### src/rtl/shift_ctrl_seq.sv
// Command sequencer driving a 74194-style universal shift register (mode, parallel and serial pins).
// Optional macro SHIFT_CTRL_PARITY_EN adds result_par, the even parity of q captured with result.
module shift_ctrl_seq #(
  parameter int WIDTH = 4,
  parameter int CNT_W = 3
) (
  input  logic             clk,
  input  logic             clr,
  input  logic             cmd_valid,
  output logic             cmd_ready,
  input  logic [2:0]       cmd_op,
  input  logic [WIDTH-1:0] cmd_data,
  input  logic [CNT_W-1:0] cmd_cnt,
  input  logic             ser_in,
  input  logic [WIDTH-1:0] q,
  output logic             s1,
  output logic             s0,
  output logic [WIDTH-1:0] d,
  output logic             l_in,
  output logic             r_in,
  output logic             sr_clr_n,
  output logic             done,
  output logic [WIDTH-1:0] result
`ifdef SHIFT_CTRL_PARITY_EN
  ,
  output logic             result_par
`endif
);

  typedef enum logic [2:0] {
    IDLE,
    LOAD,
    SHIFT,
    CLEAR,
    DONE
  } state_t;

  typedef enum logic [2:0] {
    OP_NOP   = 3'b000,
    OP_LOAD  = 3'b001,
    OP_SHR   = 3'b010,
    OP_SHL   = 3'b011,
    OP_ROTR  = 3'b100,
    OP_ROTL  = 3'b101,
    OP_CLEAR = 3'b110,
    OP_LDSHR = 3'b111
  } op_t;

  state_t           state;
  op_t              op_q;
  logic [CNT_W-1:0] cnt_q;
  op_t              op_in;

  assign op_in     = op_t'(cmd_op);
  assign cmd_ready = (state == IDLE);

  always_ff @(posedge clk or posedge clr) begin
    if (clr) begin
      state    <= IDLE;
      op_q     <= OP_NOP;
      cnt_q    <= '0;
      s1       <= 1'b0;
      s0       <= 1'b0;
      d        <= '0;
      sr_clr_n <= 1'b1;
      done     <= 1'b0;
      result   <= '0;
`ifdef SHIFT_CTRL_PARITY_EN
      result_par <= 1'b0;
`endif
    end else begin
      done <= 1'b0;
      case (state)
        IDLE: begin
          if (cmd_valid) begin
            op_q  <= op_in;
            cnt_q <= cmd_cnt;
            case (op_in)
              OP_LOAD, OP_LDSHR: begin
                state <= LOAD;
                s1    <= 1'b1;
                s0    <= 1'b1;
                d     <= cmd_data;
              end
              OP_SHR, OP_ROTR: begin
                if (cmd_cnt != '0) begin
                  state <= SHIFT;
                  s1    <= 1'b0;
                  s0    <= 1'b1;
                end else begin
                  state <= DONE;
                end
              end
              OP_SHL, OP_ROTL: begin
                if (cmd_cnt != '0) begin
                  state <= SHIFT;
                  s1    <= 1'b1;
                  s0    <= 1'b0;
                end else begin
                  state <= DONE;
                end
              end
              OP_CLEAR: begin
                state    <= CLEAR;
                sr_clr_n <= 1'b0;
              end
              default: state <= DONE;
            endcase
          end
        end
        LOAD: begin
          if (op_q == OP_LDSHR && cnt_q != '0) begin
            state <= SHIFT;
            s1    <= 1'b0;
            s0    <= 1'b1;
          end else begin
            state <= DONE;
            s1    <= 1'b0;
            s0    <= 1'b0;
          end
        end
        SHIFT: begin
          // cnt_q holds the steps still to run including the current cycle
          cnt_q <= cnt_q - CNT_W'(1);
          if (cnt_q == CNT_W'(1)) begin
            state <= DONE;
            s1    <= 1'b0;
            s0    <= 1'b0;
          end
        end
        CLEAR: begin
          state    <= DONE;
          sr_clr_n <= 1'b1;
        end
        DONE: begin
          state  <= IDLE;
          done   <= 1'b1;
          result <= q;
`ifdef SHIFT_CTRL_PARITY_EN
          result_par <= ^q;
`endif
        end
        default: begin
          state    <= IDLE;
          s1       <= 1'b0;
          s0       <= 1'b0;
          sr_clr_n <= 1'b1;
        end
      endcase
    end
  end

  always_comb begin
    l_in = 1'b0;
    r_in = 1'b0;
    if (state == SHIFT) begin
      case (op_q)
        OP_SHR, OP_LDSHR: r_in = ser_in;
        OP_SHL:           l_in = ser_in;
        OP_ROTR:          r_in = q[0];
        OP_ROTL:          l_in = q[WIDTH-1];
        default: begin
          l_in = 1'b0;
          r_in = 1'b0;
        end
      endcase
    end
  end

endmodule

### config.mk
export PLATFORM = sky130hd
export DESIGN_NAME = shift_ctrl_seq
export DESIGN_NICKNAME = d
export VERILOG_FILES = /design/src/rtl/shift_ctrl_seq.sv
export SDC_FILE = /design/constraint.sdc
export NUM_CORES = 1
export LEC_CHECK = 0
export ABC_CLOCK_PERIOD_IN_PS = 2450
export BUFFER_PORTS_ARGS = -buffer_cell sky130_fd_sc_hd__buf_2
export CORE_AREA = 2 2 50 52
export CTS_CLUSTER_SIZE = 25
export DETAILED_ROUTE_END_ITERATION = 7
export DIE_AREA = 0 0 52 54
export GPL_ROUTABILITY_DRIVEN = 0
export GPL_TIMING_DRIVEN = 0
export PLACE_DENSITY = 0.81
export SLEW_MARGIN = 10
export SYNTH_ARGS = -nofsm -noshare
export SYNTH_HDL_FRONTEND = slang
export SYNTH_SLANG_ARGS = --single-unit
### constraint.sdc
create_clock -name clk -period 2.45 [get_ports clk]
set_clock_uncertainty 0.15 [all_clocks]
set_input_delay 0.3675 -clock clk [delete_from_list [all_inputs] [get_ports clk]]
set_output_delay 0.3675 -clock clk [all_outputs]
set_load 0.01 [all_outputs]
==> results of run 1 <==
[worst reg2reg max path, delay by kind of cell (launching register included)]
family,cells,cell delay [ns]
buffers and inverters,1,0.20
AND/OR/NAND/NOR,2,0.70
flip-flops,1,0.44
AO/OA/AOI/OAI,2,0.30
[power groups by stage]
stage	registers, W	logic, W	clock network, W
after global placement	0.000614	0.000730	0
after floorplan	0.000661	0.000486	0
after global routing	0.000646	0.000855	0.000188
after CTS	0.000626	0.000767	0.000182
final	0.000625	0.000761	0.000179
after detailed placement	0.000636	0.000762	0
[worst min path at each step]
stage          from       end  depth (start not counted)
2_1_floorplan   clr  cnt_q[0]                          1
3_3_place_gp   d[0]      d[0]                          1
3_5_place_dp   d[1]      d[1]                          1
4_1_cts         clr      done                          2
5_1_grt         clr      done                          2
6_report        clr      d[0]                          2
[synthesized netlist by cell type]
cell type,instances
xor2_2,1
inv_1,5
and4b_1,1
nor3b_1,2
mux2i_1,4
o22ai_1,1
buf_6,1
nor3_2,1
a21oi_1,8
nand2_1,19
nand4b_1,1
buf_4,2
o21ba_2,1
nand3_1,1
nand2b_1,2
or3_1,2
ha_1,3
dfrtp_1,20
and3_1,2
o21ai_0,3
or3b_2,1
a211o_1,1
nor4b_1,1
buf_2,2
o31ai_1,1
nand3_2,1
o32a_2,1
xnor2_1,1
and2b_1,1
nor4b_4,1
a311oi_1,1
o21bai_1,1
and2_1,1
nor3_1,1
o211ai_1,1
dfstp_2,1
mux2_2,8
clkbuf_1,1
nor2b_1,3
or4_1,1
nor2_1,4
a22oi_1,1
a32o_1,1
a221oi_2,1
[logic make-up after synthesis]
logic type	Yosys count	synth area share
adder cells (fa/ha/maj)	3	0.03122
AND/OR/NAND/NOR	46	0.2237
multiplexers	12	0.1082
buffers and inverters	11	0.04890
AO/OA/AOI/OAI	22	0.1290
XOR/XNOR	2	0.02082
flip-flops	21	0.4381
[repair_timing]
item / CTS / global route
buffers inserted: 0 / 0
endpoints found under the setup margin: 0 / 1
gates resized for setup: 0 / 1
[registers in the layout (all words and copies together) (netlist names), 3 cells and up]
name / flops
d: 4
result: 4
cnt_q: 3
op_q: 3
state: 3
[routing by layer]
layer	up-vias	wire [um]	part of all wire
li1	481	-	-
met1	488	1101	0.42
met2	31	1348	0.52
met3	5	100	0.038
met4	0	48	0.018
met5	-	0	0
[metrics by stage]
step / util / hold slack [ns] / worst slack, ns
floorplan: - / 0.1933 / 0.6560
global placement: 0.6014 / 0.3325 / 0.4487
detailed placement: 0.6014 / 0.3487 / 0.4292
CTS: 0.6133 / 0.05851 / 0.06082
global route: 0.6154 / 0.09809 / 0.1059
finish: 0.6154 / 0.02808 / 0.1669
[final cells by class]
type | count | area share
multi-input combinational | 85 | 0.4356
sequential | 21 | 0.3690
timing repair buffer | 31 | 0.1087
buffer | 6 | 0.02805
tap | 30 | 0.02629
clock buffer | 3 | 0.01578
inverter | 5 | 0.01315
clock inverter | 1 | 0.003506
==> results.md, run 1 <==
- Post-route insts no fill: 182
- CTS tree: done
- Combinational share of power: 0.486
- Slew HR: 0.4526
- Yosys cell types: 44
- Maximum root-to-sink buffer count: 2
- Number of nets in the layout: roughly 170
- Crit-path max cell delay: 0.50 ns
- Startpoint Class: flip-flop
- Setup crit end kind: primary output
- Seq. cell area: 526.8 um^2
- Global route hottest layer: met2
- Tcrit/Tclk final: 0.9319
- Status: complete, no violations
- Worst Hold Class: primary input to asynchronous set/reset pin
- TritonCTS Buffers: 3
- Reg2Reg Launch Point: state[1]
- Fin crit period: about 2.3 ns
- Final Power: 0.001564 W
- Flop pwr share: 0.400
- Slowest cell on the critical path: or3b_2
- Worst Setup EP: r_in
- FMAX: approximately 440 MHz
- Diodes inserted: 0
- Die Span Y: 54 um
- H-tree levels: 1
- Critical path required time: 1.93 ns
- Reg2reg end: state[1]
- Final Hold Fails: 0
- DR WL/cell: 14.27 um
- Pint: 0.0009369 W
- M2 GR Usage: 0.3671
- Sequential share of the synthesized area: 0.4381
- PwrDens: between 1000 and 1500 nW/um^2
- Number of global-route vias before repair: about 970
- Drt first pass iters: 4
- Initial antenna violation count: 0
- Syn avg cell area: roughly 10 um^2
- Total GRT Usage: 0.2051
- First-pass GRT wire length: 4236 um
- DP Cell Count: 178
- Layout cells sized above 1: 0.3816
- Leading post-synthesis cells by cell area: dfrtp_1, mux2_2, nand2_1
- Commonest non-fill, non-tap cell in the layout: buf_2
- Via Count: 1005
- Clk pwr share: 0.114
- Cells after synthesis: roughly 120
- Launch point of the critical path: state[1]
- Worst-Skew Late Latency: about 0.32 ns
- Std cell rows: 18
- Die ar.: 2808 um^2
- Via-to-Cell Ratio: around 5.5
- Sw Pwr: 0.0006275 W
- Area Growth Syn to Fin: 18.73%
- Most used cell along the critical path: buf_2
- I/O Buffers: 31
- I/O pin count: 33
- Maxcap violations: 0
- Final Setup Violations: 0
- Sink Count: 21
- Slew @ Worst Pin: just over 0.8 ns
- Yosys Warn Count: 0
- Critical path peak fanout: 10
- Leakage Power: approximately 0.70 nW
- Largest net degree at the start of global routing: 22
- Switch share: 0.4011
- Placed cell area: 1395 um^2
- Worst Reg2Reg Path Length in Cells: 5
- Worst-path cell chain: buf_2 -> or3b_2 -> a21oi_1 -> buf_2
- Initial Utilization: 0.5183
- Area of the multi-input gates: 621.8 um^2
- Synth top area share: 0.4162
- Routed WL: 2598 um
- CP Depth: 4
- Hold_buf cts: 0
- Design Area, Final: 1428 um^2
- Grt met3 use: 0.01667
- Most frequent cells in the layout: buf_2, dfrtp_1, nand2_1, a21oi_1, mux2_2
- Detailed placement HPWL: 1962 um
- FILL cells: 206
- Synth area leader: dfrtp_1
- RSZ-0062 raised after global routing: false
- Overflow after GRT: 0
- 1st-iter DRT viols: 22
- Clock Tree Root: clkbuf_4
- Final ANT Viol Nets: 0
- Die width: between 50 and 60 um
- CTS clk-pin slew, worst paths: 0.13 ns
- Slew Limit Fails: 0
- Core area: 2320 um^2
- Syn Std Cell Area: 1202 um^2
- WS Path Type: flip-flop to primary output
- VDD IR max: 0.0008561 V
- R2R setup slack: 0.57 ns
- CP delay by family, top: simple AND/OR/NAND/NOR gates
- Net count after synthesis: 138
- Met1 usage: 0.2517
- Worst path bufs/invs: 2
- WP data arrival: between 1.5 and 2 ns
- Setup TNS: 0 ns
- #FFs+latches synth: 21
- Drc violations: 0
(Power assumes the default switching activity.)
==> run 2: changes to the inputs <==
--- a/config.mk
+++ b/config.mk
@@ -5,15 +5,17 @@
 export SDC_FILE = /design/constraint.sdc
 export NUM_CORES = 1
 export LEC_CHECK = 0
+export ABC_AREA = 1
 export ABC_CLOCK_PERIOD_IN_PS = 2450
 export BUFFER_PORTS_ARGS = -buffer_cell sky130_fd_sc_hd__buf_2
+export CAP_MARGIN = 25
 export CORE_AREA = 2 2 50 52
 export CTS_CLUSTER_SIZE = 25
 export DETAILED_ROUTE_END_ITERATION = 7
 export DIE_AREA = 0 0 52 54
 export GPL_ROUTABILITY_DRIVEN = 0
 export GPL_TIMING_DRIVEN = 0
-export PLACE_DENSITY = 0.81
+export PLACE_DENSITY = 0.82
 export SLEW_MARGIN = 10
 export SYNTH_ARGS = -nofsm -noshare
 export SYNTH_HDL_FRONTEND = slang
==> results.md, run 2 <==
- Std cell rows: 18 (unchanged)
- Quantity of gates resized following cts: 0 (unchanged)
- WS Path Type: flip-flop to primary output
- Yosys cell types: 27 (-39%)
- Flop pwr share: 0.366 (-0.034)
- Core area: 2320 um^2 (unchanged)
- Clk pwr share: 0.104 (-0.010)
- Status: complete, no violations
- Maxcap violations: 0 (unchanged)
- #FFs+latches synth: 21 (unchanged)
- H-tree levels: 1 (unchanged)
- Routed WL: 2699 um (+3.9%)
- TritonCTS Buffers: 3 (unchanged)
- Largest registers: d x4, result x4
- Drt first pass iters: 4 (unchanged)
- Leakage Power: 0.8401 nW (+21%)
- Count leader, synth: nand2_1
- Number of global-route vias before repair: 1022 (+5.5%)
- Sw Pwr: 0.0007523 W (+20%)
- Maximum root-to-sink buffer count: 2 (unchanged)
- Detailed placement HPWL: 2114 um (+7.7%)
- Diodes inserted: 0 (unchanged)
- Initial antenna violation count: 0 (unchanged)
- I/O Buffers: 32 (+3.2%)
- VDD IR max: 0.0005466 V (-36%)
- Total GRT Usage: 0.2140 (+0.008876)
- Slowest cell on the critical path: dfrtp_1
- Crit-path max cell delay: 0.44 ns (-0.06 ns)
- Synth area leader: dfrtp_1
- CTS tree: done
- RSZ-0062 raised after global routing: false
- Overflow after GRT: 0 (unchanged)
- Switch share: 0.4499 (+0.04877)
- Pint: 0.0009199 W (-1.8%)
- Synth top area share: 0.4124 (-0.003862)
- Tcrit/Tclk final: 0.7961 (-0.1357)
- Die Span Y: 54 um (unchanged)
- EDFF count, synth: 0 (unchanged)
- DR WL/cell: 12.38 um (-13%)
- Setup TNS: 0 ns (unchanged)
- Drc violations: 0 (unchanged)
- Leading post-synthesis cells by cell area: dfrtp_1, nand2_1, inv_1
- Hold_buf cts: 0 (unchanged)
- Commonest non-fill, non-tap cell in the layout: nand2_1
- Startpoint Class: flip-flop
- Ys async rst share: 1.000 (unchanged)
- Number of nets in the layout: 210 (+21%)
- Syn avg cell area: 7.985 um^2 (-22%)
- Final ANT Viol Nets: 0 (unchanged)
- Setup crit end kind: primary output
- Worst-path cell chain: inv_1 -> nor2_1 -> nand2_2 -> a211oi_1 -> buf_2
- Sequential share of the synthesized area: 0.4340 (-0.004065)
- Yosys Warn Count: 0 (unchanged)
- Combinational share of power: 0.530 (+0.044)
- 1st-iter DRT viols: 28 (+27%)
- Cells after synthesis: 152 (+30%)
- FMAX: 512.7 MHz (+17%)
- Area Growth Syn to Fin: 18.56%
- Die width: 52 um (unchanged)
- Final Setup Violations: 0 (unchanged)
- Most frequent cells in the layout: nand2_1, buf_2, inv_1, dfrtp_1, nand3_1
- Layout cells sized above 1: 0.2872 (-0.09434)
- Synth cell count leaders: nand2_1, inv_1, dfrtp_1, nand3_1, nor2_1
- Sink Count: 21 (unchanged)
- WP data arrival: 1.43 ns (-0.34 ns)
- Via-to-Cell Ratio: 5.014 (-9.2%)
- Syn Std Cell Area: 1214 um^2 (+0.94%)
- Final Power: 0.001672 W (+6.9%)
- Setup bufs post-CTS: 0 (unchanged)
- Largest net degree at the start of global routing: 22 (unchanged)
- I/O pin count: 33 (unchanged)
- Critical path peak fanout: 6 (-4)
- Critical path required time: 1.93 ns (about the same)
- Worst-Skew Late Latency: 0.32 ns (about the same)
- Net count after synthesis: 173 (+25%)
- Worst Hold Class: primary input to asynchronous set/reset pin
- Die ar.: 2808 um^2 (unchanged)
- Clock Tree Root: clkbuf_4
- PwrDens: 1162 nW/um^2 (+6.1%)
- Fin crit period: 1.951 ns (-0.3325 ns)
- Via Count: 1093 (+8.8%)
- Slew @ Worst Pin: 0.7859 ns (-0.03431 ns)
- Ys flop type: dfrtp_1
- FILL cells: 225 (+9.2%)
- Initial Utilization: 0.5232 (+0.004854)
- Slew Limit Fails: 0 (unchanged)
- First-pass GRT wire length: 4271 um (+0.83%)
- CTS clk-pin slew, worst paths: 0.12 ns (about the same)
- Util after Layout: 0.6203 (+0.004854)
- Final Hold Fails: 0 (unchanged)
- Slew HR: 0.4755 (+0.02290)
- Area of the multi-input gates: 585.6 um^2 (-5.8%)
- Seq. cell area: 526.8 um^2 (unchanged)
-- run 2: path summary, 6_finish.rpt --
path	start	to	slack (ns)	depth (start not counted)
setup / recovery	state[1]	l_in	0.50	5
hold / removal	clr	d[1]	0.02	2
setup reg to reg	cnt_q[1]	s1	0.89	9
hold reg to reg	sr_clr_n	sr_clr_n	0.34	2
max in group asynchronous	clr	cnt_q[0]	1.64	2
min in group clk	q[2]	result[2]	0.09	3
-- run 2: kinds of logic after synthesis --
| logic type | after synthesis | synth area share |
|---|---|---|
| AND/OR/NAND/NOR | 80 | 0.3052 |
| buffers and inverters | 25 | 0.08351 |
| flip-flops | 21 | 0.4340 |
| AO/OA/AOI/OAI | 19 | 0.09691 |
| multiplexers | 4 | 0.04949 |
| adder cells (fa/ha/maj) | 3 | 0.03093 |
-- run 2: power by group through the flow --
stage	sequential, W	clock [W]	combinational (W)
final	0.000612	0.000174	0.000886
after global placement	0.000608	0	0.000841
after global routing	0.000628	0.000193	0.00100
after detailed placement	0.000618	0	0.000880
after CTS	0.000611	0.000176	0.000885
after floorplan	0.000652	0	0.000588
-- run 2: stage by stage --
stage	std cells	hold slack [ns]	area, um^2	setup slack [ns]
after floorplan	152	0.1933	1214	0.9386
after global placement	214	0.3054	1411	0.8856
after detailed placement	214	0.3120	1411	0.8719
after CTS	218	0.04713	1439	0.5047
after global routing	218	0.08175	1439	0.3861
final	218	0.02062	1439	0.4994
-- run 2: layout make-up --
type / instances / area share
Inverter: 24 / 0.06261
Clock inverter: 1 / 0.003478
Multi-Input combinational cell: 106 / 0.4070
Tap cell: 30 / 0.02609
Sequential cell: 21 / 0.3661
Clock buffer: 3 / 0.01565
Timing Repair Buffer: 32 / 0.1113
Buffer: 1 / 0.007826
-- run 2: routing by layer --
metal  track usage  share of wire  vias to the layer above  wire length (um)
met4        0.1535          0.028                        0                76
met3      0.008333          0.030                        4                82
met5             0              0                        -                 0
met2        0.3903           0.49                       27              1322
met1        0.2392           0.45                      502              1217
li1              -              -                      560                 -
-- run 2: worst max-delay path, delay by kind of cell, from the launching register on --
kind	cells	cell delay [ns]
flip-flops	1	0.44
AND/OR/NAND/NOR	2	0.27
buffers and inverters	2	0.24
AO/OA/AOI/OAI	1	0.17
==> run 3: changes to the inputs <==
==> config.mk (replaced) <==
export PLATFORM = sky130hd
export DESIGN_NAME = shift_ctrl_seq
export DESIGN_NICKNAME = d
export VERILOG_FILES = /design/src/rtl/shift_ctrl_seq.sv
export SDC_FILE = /design/constraint.sdc
export NUM_CORES = 1
export LEC_CHECK = 0
export ABC_AREA = 0
export ABC_CLOCK_PERIOD_IN_PS = 1800
export BUFFER_PORTS_ARGS = -buffer_cell sky130_fd_sc_hd__buf_2
export CAP_MARGIN = 25
export CORE_AREA = 2 2 52 54
export CTS_CLUSTER_SIZE = 25
export DETAILED_ROUTE_END_ITERATION = 7
export DIE_AREA = 0 0 54 56
export GPL_ROUTABILITY_DRIVEN = 0
export GPL_TIMING_DRIVEN = 0
export PLACE_DENSITY = 0.76
export SLEW_MARGIN = 10
export SYNTH_ARGS = -nofsm -noshare
export SYNTH_HDL_FRONTEND = slang
export SYNTH_SLANG_ARGS = --single-unit
==> constraint.sdc (replaced) <==
create_clock -name clk -period 1.8 [get_ports clk]
set_clock_uncertainty 0.15 [all_clocks]
set_input_delay 0.27 -clock clk [delete_from_list [all_inputs] [get_ports clk]]
set_output_delay 0.27 -clock clk [all_outputs]
set_load 0.01 [all_outputs]
==> results.md, run 3 (synthesis results as in run 1) <==
- Status: finished with violations
- Violated checks: negative setup slack
- Via-to-Cell Ratio: 5.371 (+7.1%)
- WS Path Type: flip-flop to primary output
- PwrDens: 1457 nW/um^2 (+25%)
- Met2 routed wirelength: 1361 um (+3.0%)
- Diodes inserted: 0 (unchanged)
- Fin crit period: 1.895 ns
- DR top layer: met4
- Final ANT Viol Nets: 0 (unchanged)
- Final Hold Fails: 0 (unchanged)
- Maxcap violations: 0 (unchanged)
- Maximum root-to-sink buffer count: 2 (unchanged)
- Sink Count: 21 (unchanged)
- I/O pin count: 33 (unchanged)
- Util after Layout: 0.6420 (+0.02169)
- Startpoint Class: flip-flop
- DR WL met3: 143 um (+74%)
- Worst Reg2Reg Path Length in Cells: 5 (-4)
- RSZ-0062 raised after global routing: true
- Detailed placement HPWL: 1864 um (-12%)
- TritonCTS Buffers: 3 (unchanged)
- Die ar.: 3024 um^2 (+7.7%)
- 1st-iter DRT viols: 19 (-32%)
- Initial antenna violation count: 0 (unchanged)
- Routed WL: 2701 um (about the same)
- Critical path peak fanout: 10 (+4)
- Die Span Y: 56 um (+3.7%)
- Largest net degree at the start of global routing: 22 (unchanged)
- H-tree levels: 1 (unchanged)
- R2R setup slack: 0.08 ns (-0.81 ns)
- Largest registers: d x4, result x4
- Leakage Power: 0.7640 nW (-9.1%)
- Placed cell area: 1395 um^2 (-1.2%)
- Setup TNS: -0.2249 ns (-0.2249 ns)
- Crit-path max cell delay: 0.39 ns (-0.05 ns)
- Design Area, Final: 1562 um^2 (+8.5%)
- Clock Tree Root: clkbuf_4
- Worst-Skew Late Latency: 0.30 ns (-0.02 ns)
- FMAX: 527.7 MHz
- Slew Limit Fails: 0 (unchanged)
- Slew HR: 0.4630 (-0.01250)
- Most frequent cells in the layout: buf_2, dfrtp_1, nand2_1, buf_4, mux2_2
- CTS tree: done
- Final Setup Violations: 3 (+3)
- Layout cells sized above 1: 0.4390 (+0.1518)
- Std cell rows: 18 (unchanged)
- Post-route insts no fill: 194 (-11%)
- Die width: 54 um (+3.8%)
- Core area: 2432 um^2 (+4.9%)
- Number of global-route vias before repair: 933 (-8.7%)
- Slowest cell on the critical path: dfrtp_1
- Final setup margin: -0.09486 ns (-0.5943 ns)
- CTS clk-pin slew, worst paths: 0.11 ns (about the same)
- Routed met1 length: 1165 um (-4.3%)
- VDD IR max: 0.0009820 V (+80%)
- Drc violations: 0 (unchanged)
- Total GRT Usage: 0.1951 (-0.01885)
- WP data arrival: 1.47 ns (+0.04 ns)
- Via Count: 1042 (-4.7%)
- DR WL/cell: 13.92 um (+12%)
- Commonest non-fill, non-tap cell in the layout: buf_2
- Drt first pass iters: 4 (unchanged)
- Slew @ Worst Pin: 0.8046 ns (+0.01873 ns)
- Number of nets in the layout: 186 (-11%)
- Critical path required time: 1.38 ns (-0.55 ns)
- Min-Delay Path Depth: 2
- Area Growth Syn to Fin: 29.86%
- DP Cell Count: 178 (-17%)
- First-pass GRT wire length: 4326 um (+1.3%)
- Worst-path cell chain: buf_6 -> or3b_4 -> a21oi_2 -> buf_2
- Setup crit end kind: primary output
- Tcrit/Tclk final: 1.053
- Worst Hold Class: primary input to flip-flop
- Overflow after GRT: 0 (unchanged)
- Initial Utilization: 0.4943 (-0.02885)
- I/O Buffers: 31 (-3.1%)
## run 3: cell types whose count changed in the layout (fill, tap and decap cells not counted), sizes merged, moves of 3 or more
cell / previous run / this run
inv: 24 / 5
o21ai: 8 / 3
mux2: 4 / 8
nand3: 9 / 2
buf: 33 / 48
nor2b: 0 / 3
nand2: 54 / 19
nor2: 11 / 4
mux2i: 0 / 4
nand4: 4 / 0
## run 3: worst max-delay path: cells and delay by family, from the launching register on
family,cells,cell delay [ns]
flops,1,0.39
simple gates,1,0.39
buf+inv,2,0.29
compound gates,1,0.10
## run 3: through the flow
stage | worst slack, ns | power [W] | hold slack (ns)
after floorplan | 0.1035 | 0.001561 | 0.09579
after global placement | -0.1220 | 0.001833 | 0.2905
after detailed placement | -0.1437 | 0.001882 | 0.3029
after CTS | -0.1098 | 0.002213 | 0.03944
after global routing | -0.1499 | 0.002453 | 0.04049
final | -0.09486 | 0.002275 | 0.04445
## run 3: repair_timing
item	4_1_cts	5_1_grt
buffers inserted	7	5
resized for setup	8	3
hold buffers	1	0
setup endpoints to repair	9	10
hold endpoints to repair	20	0
pin swaps	2	2
## run 3: worst paths after layout
check                                 end         from
min in group asynchronous       result[1]          clr
worst max register to register       d[1]     state[1]
worst min-delay path                 d[0]  cmd_data[0]
worst max-delay path                 r_in     state[1]
max in group asynchronous              s1          clr
worst min register to register       d[0]         d[0]
## run 3: power by group
part           internal, W  switching, W  leakage [nW]  total [W]
combinational     0.000616      0.000594         0.493    0.00121
clock            0.0000863      0.000138        0.0150   0.000224
sequential        0.000701      0.000140         0.256   0.000840
total              0.00140      0.000871         0.764    0.00227
## run 3: area by class of cell
type                    instances  area (um^2)
plain buffers                   5        48.80
clock buffers                   4        26.28
fillers                       216        870.8
inverters                       5        18.77
multi-input cells              85        648.1
flip-flops and latches         21        526.8
well taps                      30        37.54
repair buffers                 44        255.2
## run 3: layer usage
metal,track usage,vias to the layer above
met5,0,-
met4,0.05357,0
met3,0.03763,4
met2,0.3066,29
met1,0.2708,502
li1,-,507
